### config.mk
export PLATFORM = sky130hd
export DESIGN_NAME = bip2_fetch
export DESIGN_NICKNAME = d
export VERILOG_FILES = /design/src/rtl/bip2_pkg.sv /design/src/rtl/bip2_instr_counter.sv /design/src/rtl/bip2_fetch.sv
export SDC_FILE = /design/constraint.sdc
export NUM_CORES = 1
export LEC_CHECK = 0
export ABC_AREA = 1
export CORE_ASPECT_RATIO = 1.75
export CORE_MARGIN = 4
export CORE_UTILIZATION = 42
export CTS_CLUSTER_DIAMETER = 100
export DETAILED_ROUTE_END_ITERATION = 10
export PLACE_DENSITY = 0.78
export SETUP_SLACK_MARGIN = 0.1
export SLEW_MARGIN = 20
export SYNTH_ARGS = -nofsm -noshare
export SYNTH_HDL_FRONTEND = slang
export SYNTH_SLANG_ARGS = --single-unit
### constraint.sdc
create_clock -name CLK_i -period 1.8 [get_ports CLK_i]
set_clock_uncertainty 0.05 [all_clocks]
set_input_delay 0.27 -clock CLK_i [delete_from_list [all_inputs] [get_ports CLK_i]]
set_output_delay 0.27 -clock CLK_i [all_outputs]
set_load 0.01 [all_outputs]
### src/rtl/bip2_pkg.sv
// +----------------------------------------------------------------------+
// | bip2_pkg : shared BIP-2 widths, opcode constants and fetch state type |
// | Rev 1.0                                                               |
// +----------------------------------------------------------------------+
`default_nettype none

package bip2_pkg;

  localparam int ADDR_W = 11;
  localparam int WORD_W = 16;
  localparam int OP_W   = 5;

  localparam logic [OP_W-1:0] OP_HLT = 5'b00000;

  typedef enum logic [0:0] {
    RUN    = 1'b0,
    HALTED = 1'b1
  } fetch_state_e;

endpackage

`default_nettype wire

### src/rtl/bip2_instr_counter.sv
// +----------------------------------------------------------------------+
// | bip2_instr_counter : saturating up-counter with enable               |
// | Built only when BIP2_FETCH_INSTR_CNT_EN is defined.  Rev 1.0         |
// +----------------------------------------------------------------------+
`default_nettype none

module bip2_instr_counter #(
  parameter int WIDTH = 16
) (
  input  logic             clk,
  input  logic             rst,
  input  logic             i_en,
  output logic [WIDTH-1:0] o_count
);

  logic [WIDTH-1:0] r_count;

  // Holds at all-ones rather than wrapping
  always_ff @(posedge clk) begin
    if (rst) begin
      r_count <= '0;
    end else if (i_en && (r_count != {WIDTH{1'b1}})) begin
      r_count <= r_count + 1'b1;
    end
  end

  assign o_count = r_count;

endmodule

`default_nettype wire

### src/rtl/bip2_fetch.sv
// +----------------------------------------------------------------------+
// | bip2_fetch : BIP-2 instruction fetch (PC, IR, branch, stall, halt)   |
// | Optional issue counter: BIP2_FETCH_INSTR_CNT_EN.  Rev 1.0            |
// +----------------------------------------------------------------------+
`default_nettype none

module bip2_fetch
  import bip2_pkg::*;
(
  input  logic              CLK_i,
  input  logic              RST_i,
  output logic [ADDR_W-1:0] ADDR_im_o,
  input  logic [WORD_W-1:0] DATA_im_i,
  input  logic              STALL_i,
  input  logic              BR_TAKEN_i,
  input  logic [ADDR_W-1:0] BR_TARGET_i,
  input  logic              RESTART_i,
  output logic [WORD_W-1:0] IR_o,
  output logic              IR_VALID_o,
  output logic [ADDR_W-1:0] IR_PC_o,
  output logic              HALTED_o,
  output logic [15:0]       INSTR_CNT_o
);

  fetch_state_e      r_state, w_state_next;
  logic [ADDR_W-1:0] r_pc, w_pc_next;
  logic [WORD_W-1:0] r_ir, w_ir_next;
  logic [ADDR_W-1:0] r_ir_pc, w_ir_pc_next;
  logic              r_ir_valid, w_ir_valid_next;
  logic              w_is_hlt;

  assign w_is_hlt = (DATA_im_i[WORD_W-1 -: OP_W] == OP_HLT);

  always_ff @(posedge CLK_i) begin
    if (RST_i) begin
      r_state    <= RUN;
      r_pc       <= '0;
      r_ir       <= '0;
      r_ir_pc    <= '0;
      r_ir_valid <= 1'b0;
    end else begin
      r_state    <= w_state_next;
      r_pc       <= w_pc_next;
      r_ir       <= w_ir_next;
      r_ir_pc    <= w_ir_pc_next;
      r_ir_valid <= w_ir_valid_next;
    end
  end

  always_comb begin
    w_state_next    = r_state;
    w_pc_next       = r_pc;
    w_ir_next       = r_ir;
    w_ir_pc_next    = r_ir_pc;
    w_ir_valid_next = r_ir_valid;
    case (r_state)
      RUN: begin
        // A redirect discards whatever is on the ROM bus, HLT included
        if (BR_TAKEN_i) begin
          w_pc_next       = BR_TARGET_i;
          w_ir_valid_next = 1'b0;
        end else if (!STALL_i) begin
          w_ir_next       = DATA_im_i;
          w_ir_pc_next    = r_pc;
          w_ir_valid_next = 1'b1;
          if (w_is_hlt) begin
            w_state_next = HALTED;
          end else begin
            w_pc_next = r_pc + 1'b1;
          end
        end
      end
      HALTED: begin
        w_ir_valid_next = 1'b0;
        if (RESTART_i) begin
          w_pc_next    = '0;
          w_state_next = RUN;
        end
      end
      default: begin
        w_state_next = RUN;
      end
    endcase
  end

  assign ADDR_im_o  = r_pc;
  assign IR_o       = r_ir;
  assign IR_PC_o    = r_ir_pc;
  assign IR_VALID_o = r_ir_valid;
  assign HALTED_o   = (r_state == HALTED);

`ifdef BIP2_FETCH_INSTR_CNT_EN
  logic w_cnt_en;
  assign w_cnt_en = r_ir_valid && !STALL_i;

  bip2_instr_counter #(
    .WIDTH (16)
  ) u_instr_counter (
    .clk     (CLK_i),
    .rst     (RST_i),
    .i_en    (w_cnt_en),
    .o_count (INSTR_CNT_o)
  );
`else
  assign INSTR_CNT_o = '0;
`endif

endmodule

`default_nettype wire
==> results of run 1 <==
## path summary, 6_finish.rpt
| kind | to | cells after the start | slack (ps) |
|---|---|---|---|
| worst min-delay path | IR_o[10] | 2 | 470 |
| worst max-delay path | ADDR_im_o[3] | 1 | 160 |
| worst min register to register | IR_o[10] | 2 | 470 |
| worst max register to register | ADDR_im_o[6] | 8 | 290 |
## state kept, by name, summed over array words and instances, names as in the netlist
register    count
IR_VALID_o      1
IR_PC_o        11
IR_o           16
ADDR_im_o      11
HALTED_o        1
## final cells by class
| class | count | area share [%] |
|---|---|---|
| clock buffers | 7 | 3.45 |
| clock inverters | 1 | 1.07 |
| inverters | 19 | 2.55 |
| multi-input cells | 214 | 34.4 |
| flip-flops and latches | 40 | 28.8 |
| well taps | 51 | 2.28 |
| repair buffers | 77 | 27.5 |
## cells in the final DEF (no fill, tap or decap), drive strengths merged, types with 5 or more instances in the layout
cell type      instances
clkdlybuf4s50         71
buf                    6
nor2                  75
nand4                  5
or2                    5
conb                  16
a21oi                 25
o21ai                 35
inv                   19
nand2                 39
nand3                 11
dfxtp                 40
clkbuf                 7
## metrics by stage
stage | setup TNS, ps | std cells | setup WS [ps] | hold slack (ps) | instance area (um2)
final | 0 | 409 | 159 | 468 | 2800
after global routing | 0 | 409 | 121 | 496 | 2800
after CTS | 0 | 409 | 126 | 475 | 2790
after detailed placement | -47.2 | 401 | -22.2 | 455 | 2670
after global placement | 0 | 401 | 19.8 | 440 | 2670
after floorplan | 0 | 301 | 432 | 355 | 2040
## kinds of logic after synthesis
kind of cell    synth area share [%]
fa+ha+maj                      0.630
other cells                    0.189
flops                           40.3
compound gates                  15.9
buf+inv                         14.1
simple gates                    28.9
## routing by layer
| layer | wire (um) | global-route usage, % | part of all wire [%] |
|---|---|---|---|
| met2 | 2770 | 31.8 | 52 |
| met3 | 368 | 4.19 | 6.9 |
| met5 | 0 | 0 | 0 |
| met4 | 205 | 10.4 | 3.9 |
| met1 | 1960 | 21.0 | 37 |
## power breakdown
part,switching [mW],total (mW),internal [mW]
logic,0.212,0.443,0.231
registers,0.0480,0.994,0.946
clock network,0.316,0.805,0.489
total,0.576,2.24,1.67
## timing repair
action,4_1_cts,5_1_grt
endpoints found under the setup margin,0,3
setup buffers,0,0
gates resized for setup,0,3
==> impl_metrics.yaml, run 1 <==
timing:
  min_period_over_period_pct: 91.2
  worst_pin_slew_ps: 734
  clock.fmax_mhz: 609
  period_minus_slack_ps: 1640
  relSlewSlack_pct: 51.0
  maxSlewViolCount: 0
  finalSetupViolCount: 0
  rsz0062_at_grt: "no"
  hold_viol: 0
cells_and_area:
  fin_util_pct: 62.3
  multiInputGateArea_um2: 961
  area_delta_synth_final_pct: 40.8
  layout.nets: 390
  drive_above_1_share_pct: 8.66
  antenna_cells: 0
  register_area_um2: 805
  n_fill_cell: 421
floorplanning:
  row_count: 32
  core-area_mm2: 0.00448
  start_util_pct: 44.3
  ioPinCount: 88
  die_h_um: 99.0
  die_w_um: 60.0
  dieArea_mm2: 0.00594
placement:
  place_hpwl_um: 4090
  gp_congestion: 0.893
  io_buffer_count: 71
routing:
  drt-initial-drc-count: 82
  drc_errors: 0
  postRouteAntennaNets: 0
  dr.pass1.iters: 5
  avgRoutedWirePerCell_um: 13.0
  routed_wl_um: 5300
  via_count: 2026
  vias_per_cell: 4.95
global_route:
  antenna_found_initial: 0
  grt_max_degree: 38
  grt-ovfl-total: 0
  gr-usage-all-layers_pct: 18.9
  grt_pass1_vias: 1943
  grt_pass1_wl_um: 8670
logic_synthesis:
  yosysSeqAreaShare_pct: 40.3
  synth_top_area_share_pct: 40.3
  synth.distinct_cells: 26
  synth_edf_count: 0
  yosys_most_used_dff: "dfxtp_1"
  synth_top_cell_by_area: "dfxtp_1"
  synth_warnings: 0
  syn_area_mm2: 0.00199
  synthCells: 286
  ys_async_sr_fraction_pct: 0
  syn_area_per_cell_um2: 6.94
  ys_ff_latch: 40
  synth_most_common_cell: "nor2_1"
  yosys-top-cells-count: "73 x nor2_1, 40 x dfxtp_1, 37 x nand2_1"
  synthTopCellsByArea: "dfxtp_1 40%, nor2_1 14%, o21ai_0 8.6%"
min_path:
  worstHoldPathType: "flop to flop"
  worstHoldStart: "IR_o[10]"
clock_network:
  numCtsBuffers: 5
  clockBufferDepth: 2
  path_clk_slew_ps: 80
  clkSinkCount: 40
  hold_buffers: 0
  cts_tree: "done"
  clk_latency_ps: 300
  clock_tree.root_cell: "clkbuf_8"
  cts_max_level: 2
critical_path:
  cpPeakStageDelay_ps: 580
  critical_path_required_ps: 1480
  crit_type: "flop to output port"
  endpoint_kind: "output port"
  crit_fanout: 6
  crit_arrival_ps: 1320
  worstSetupStartpointType: "flop"
  path_cells: "clkdlybuf4s50_1"
  r2r_start: "ADDR_im_o[0]"
  cp_top_family: "buffers and inverters"
  crit_buf_inv: 1
  worstSetupStartpoint: "ADDR_im_o[3]"
  cpMaxStageDelayCell: "clkdlybuf4s50_1"
power_and_ir_drop:
  p_per_area_mw_per_mm2: 802
  p_total_mw: 2.24
  ir_drop_uv: 575
  p_leak_nw: 1.16
run_status:
  status: "completed"
job:
  cap_violations: 0
Power figures use the tool's default switching activity.
==> run 2, diff against run 1 <==
--- a/config.mk
+++ b/config.mk
@@ -11,7 +11,7 @@
 export CORE_UTILIZATION = 42
 export CTS_CLUSTER_DIAMETER = 100
 export DETAILED_ROUTE_END_ITERATION = 10
-export PLACE_DENSITY = 0.78
+export PLACE_DENSITY = 0.8
 export SETUP_SLACK_MARGIN = 0.1
 export SLEW_MARGIN = 20
 export SYNTH_ARGS = -nofsm -noshare
==> constraint.sdc (replaced) <==
create_clock -name CLK_i -period 1.8 [get_ports CLK_i]
set_clock_uncertainty 0.05 [all_clocks]
set_input_delay 0.27 -clock CLK_i [delete_from_list [all_inputs] [get_ports CLK_i]]
set_output_delay 0.27 -clock CLK_i [all_outputs]
set_load 0.1 [all_outputs]
==> run 2 against run 1 <==
Net effect: maximum frequency rose by 9.5%; non-clock buffer count down 2; clock-buffer cell count down 2; critical endpoint is now ADDR_im_o[8]; total power grew 29%; combinational power increased by 150%.
==> impl_metrics.yaml, run 2 (synthesized netlist as in run 1, its figures left out) <==
clock_network:
  clkSinkCount: 40
  clk_latency_ps: 310
  cts_tree: "done"
  clock_tree.root_cell: "clkbuf_8"
  hold_buffers: 0
  cts_resized: 0
  path_clk_slew_ps: 80
  cts_max_level: 2
  numCtsBuffers: 5
  cts_setup_buffers: 0
  clockBufferDepth: 2
cells_and_area:
  instances_no_fill: 407
  antenna_cells: 0
  layout.nets: 388
  largest_reg_flops: 16
  area_delta_synth_final_pct: 57.0
  final_cell_mix: "73 x nor2_1, 37 x nand2_1, 36 x buf_12"
  final_common_cell: "nor2_1"
  drive_above_1_share_pct: 21.1
routing:
  routed_wl_um: 5830
  drt-initial-drc-count: 75
  postRouteAntennaNets: 0
  dr.pass1.iters: 4
  avgRoutedWirePerCell_um: 14.3
  drc_errors: 0
  via_count: 2090
  vias_per_cell: 5.14
critical_path:
  cp_top_family: "simple AND/OR/NAND/NOR gates"
  crit_buf_inv: 0
  r2r-end: "ADDR_im_o[8]"
  critical_path_required_ps: 1950
  cpMostUsedCell: "nor2_1"
  path_cells: "ha_1, nand2_1, nor2_1, a21oi_1, nor2_1, nor2_1, nor2_1, nor2_1"
  crit_fanout: 5
  cpPeakStageDelay_ps: 410
  cpMaxStageDelayCell: "dfxtp_2"
  r2r_slack_ps: 300
  worstSetupStartpoint: "ADDR_im_o[0]"
  worstSetupStartpointType: "flop"
  endpoint: "ADDR_im_o[8]"
  crit_type: "flop to flop"
  reg2reg_depth: 8
  path_depth: 8
  crit_arrival_ps: 1650
  endpoint_kind: "flop"
  r2r_start: "ADDR_im_o[0]"
floorplanning:
  die_w_um: 60.0
  die_h_um: 99.0
  core-area_mm2: 0.00448
  ioPinCount: 88
  dieArea_mm2: 0.00594
  row_count: 32
  start_util_pct: 44.3
timing:
  clock.fmax_mhz: 667
  hold_viol: 0
  period_minus_slack_ps: 1500
  worst_pin_slew_ps: 737
  finalSetupViolCount: 0
  relSlewSlack_pct: 50.8
  min_period_over_period_pct: 83.3
  finalSetupTns_ps: 0
  maxSlewViolCount: 0
  rsz0062_at_grt: "no"
power_and_ir_drop:
  ir_drop_uv: 789
  p_per_area_mw_per_mm2: 926
  p_leak_nw: 1.33
placement:
  io_buffer_count: 71
  place_hpwl_um: 4380
  gp_congestion: 0.915
  dp.cells: 399
job:
  cap_violations: 0
global_route:
  grt_pass1_vias: 2086
  grt_pass1_wl_um: 9300
  grt_max_degree: 38
  grt-ovfl-total: 0
  antenna_found_initial: 0
  gr-usage-all-layers_pct: 20.7
min_path:
  worstHoldStart: "IR_o[0]"
  worstHoldPathType: "flop to flop"
run_status:
  status: "completed"
run 2: changes by cell type in the layout (fill, tap and decap cells not counted), sizes merged:
cell           delta
buf              +38
clkinv            +2
clkbuf            -2
clkdlybuf4s50    -40
run 2: where the power goes:
part / switching, mW / internal (mW)
combinational: 0.759 / 0.336
clock: 0.347 / 0.418
sequential: 0.0777 / 0.949
total: 1.18 / 1.70
run 2: worst min-delay path by stage:
stage                       endpoint  slack (ps)  depth (start not counted)
after floorplan              IR_o[0]         350                          2
after detailed placement    IR_o[11]         450                          2
after global routing         IR_o[6]         500                          3
final                        IR_o[0]         470                          2
after global placement    IR_PC_o[1]         450                          2
after CTS                   IR_o[11]         480                          2
run 2: routing by layer:
metal / track usage (%) / up-vias / share of wire, %
met5: 0 / - / 0
met4: 12.6 / 0 / 4.5
met3: 6.29 / 21 / 8.8
met2: 35.3 / 113 / 53
met1: 20.9 / 935 / 33
li1: - / 1021 / -
run 2: tightest hold or removal path: stages, from the launching register on:
cell and delay, ps:
dfxtp_1 330, o21ai_0 80, nor2_1 80
run 2: stage by stage:
| step | setup slack, ps | power (mW) | utilization, % | hold slack, ps | cell area (um2) |
|---|---|---|---|---|---|
| finish | 301 | 2.89 | 69.5 | 473 | 3120 |
| global route | 145 | 2.98 | 69.5 | 501 | 3120 |
| CTS | 321 | 2.90 | 69.5 | 476 | 3120 |
| detailed placement | 23.3 | 2.14 | 66.9 | 453 | 3000 |
| global placement | 59.6 | 2.13 | 66.9 | 445 | 3000 |
| floorplan | 39.6 | 1.79 | - | 355 | 2060 |
run 2: cell type report:
cell class	instances	area, um2
multi-input combinational	214	961
timing repair buffer	75	1090
sequential	40	815
fill	372	1370
clock buffer	5	68.8
inverter	19	71.3
clock inverter	3	47.5
tap	51	63.8
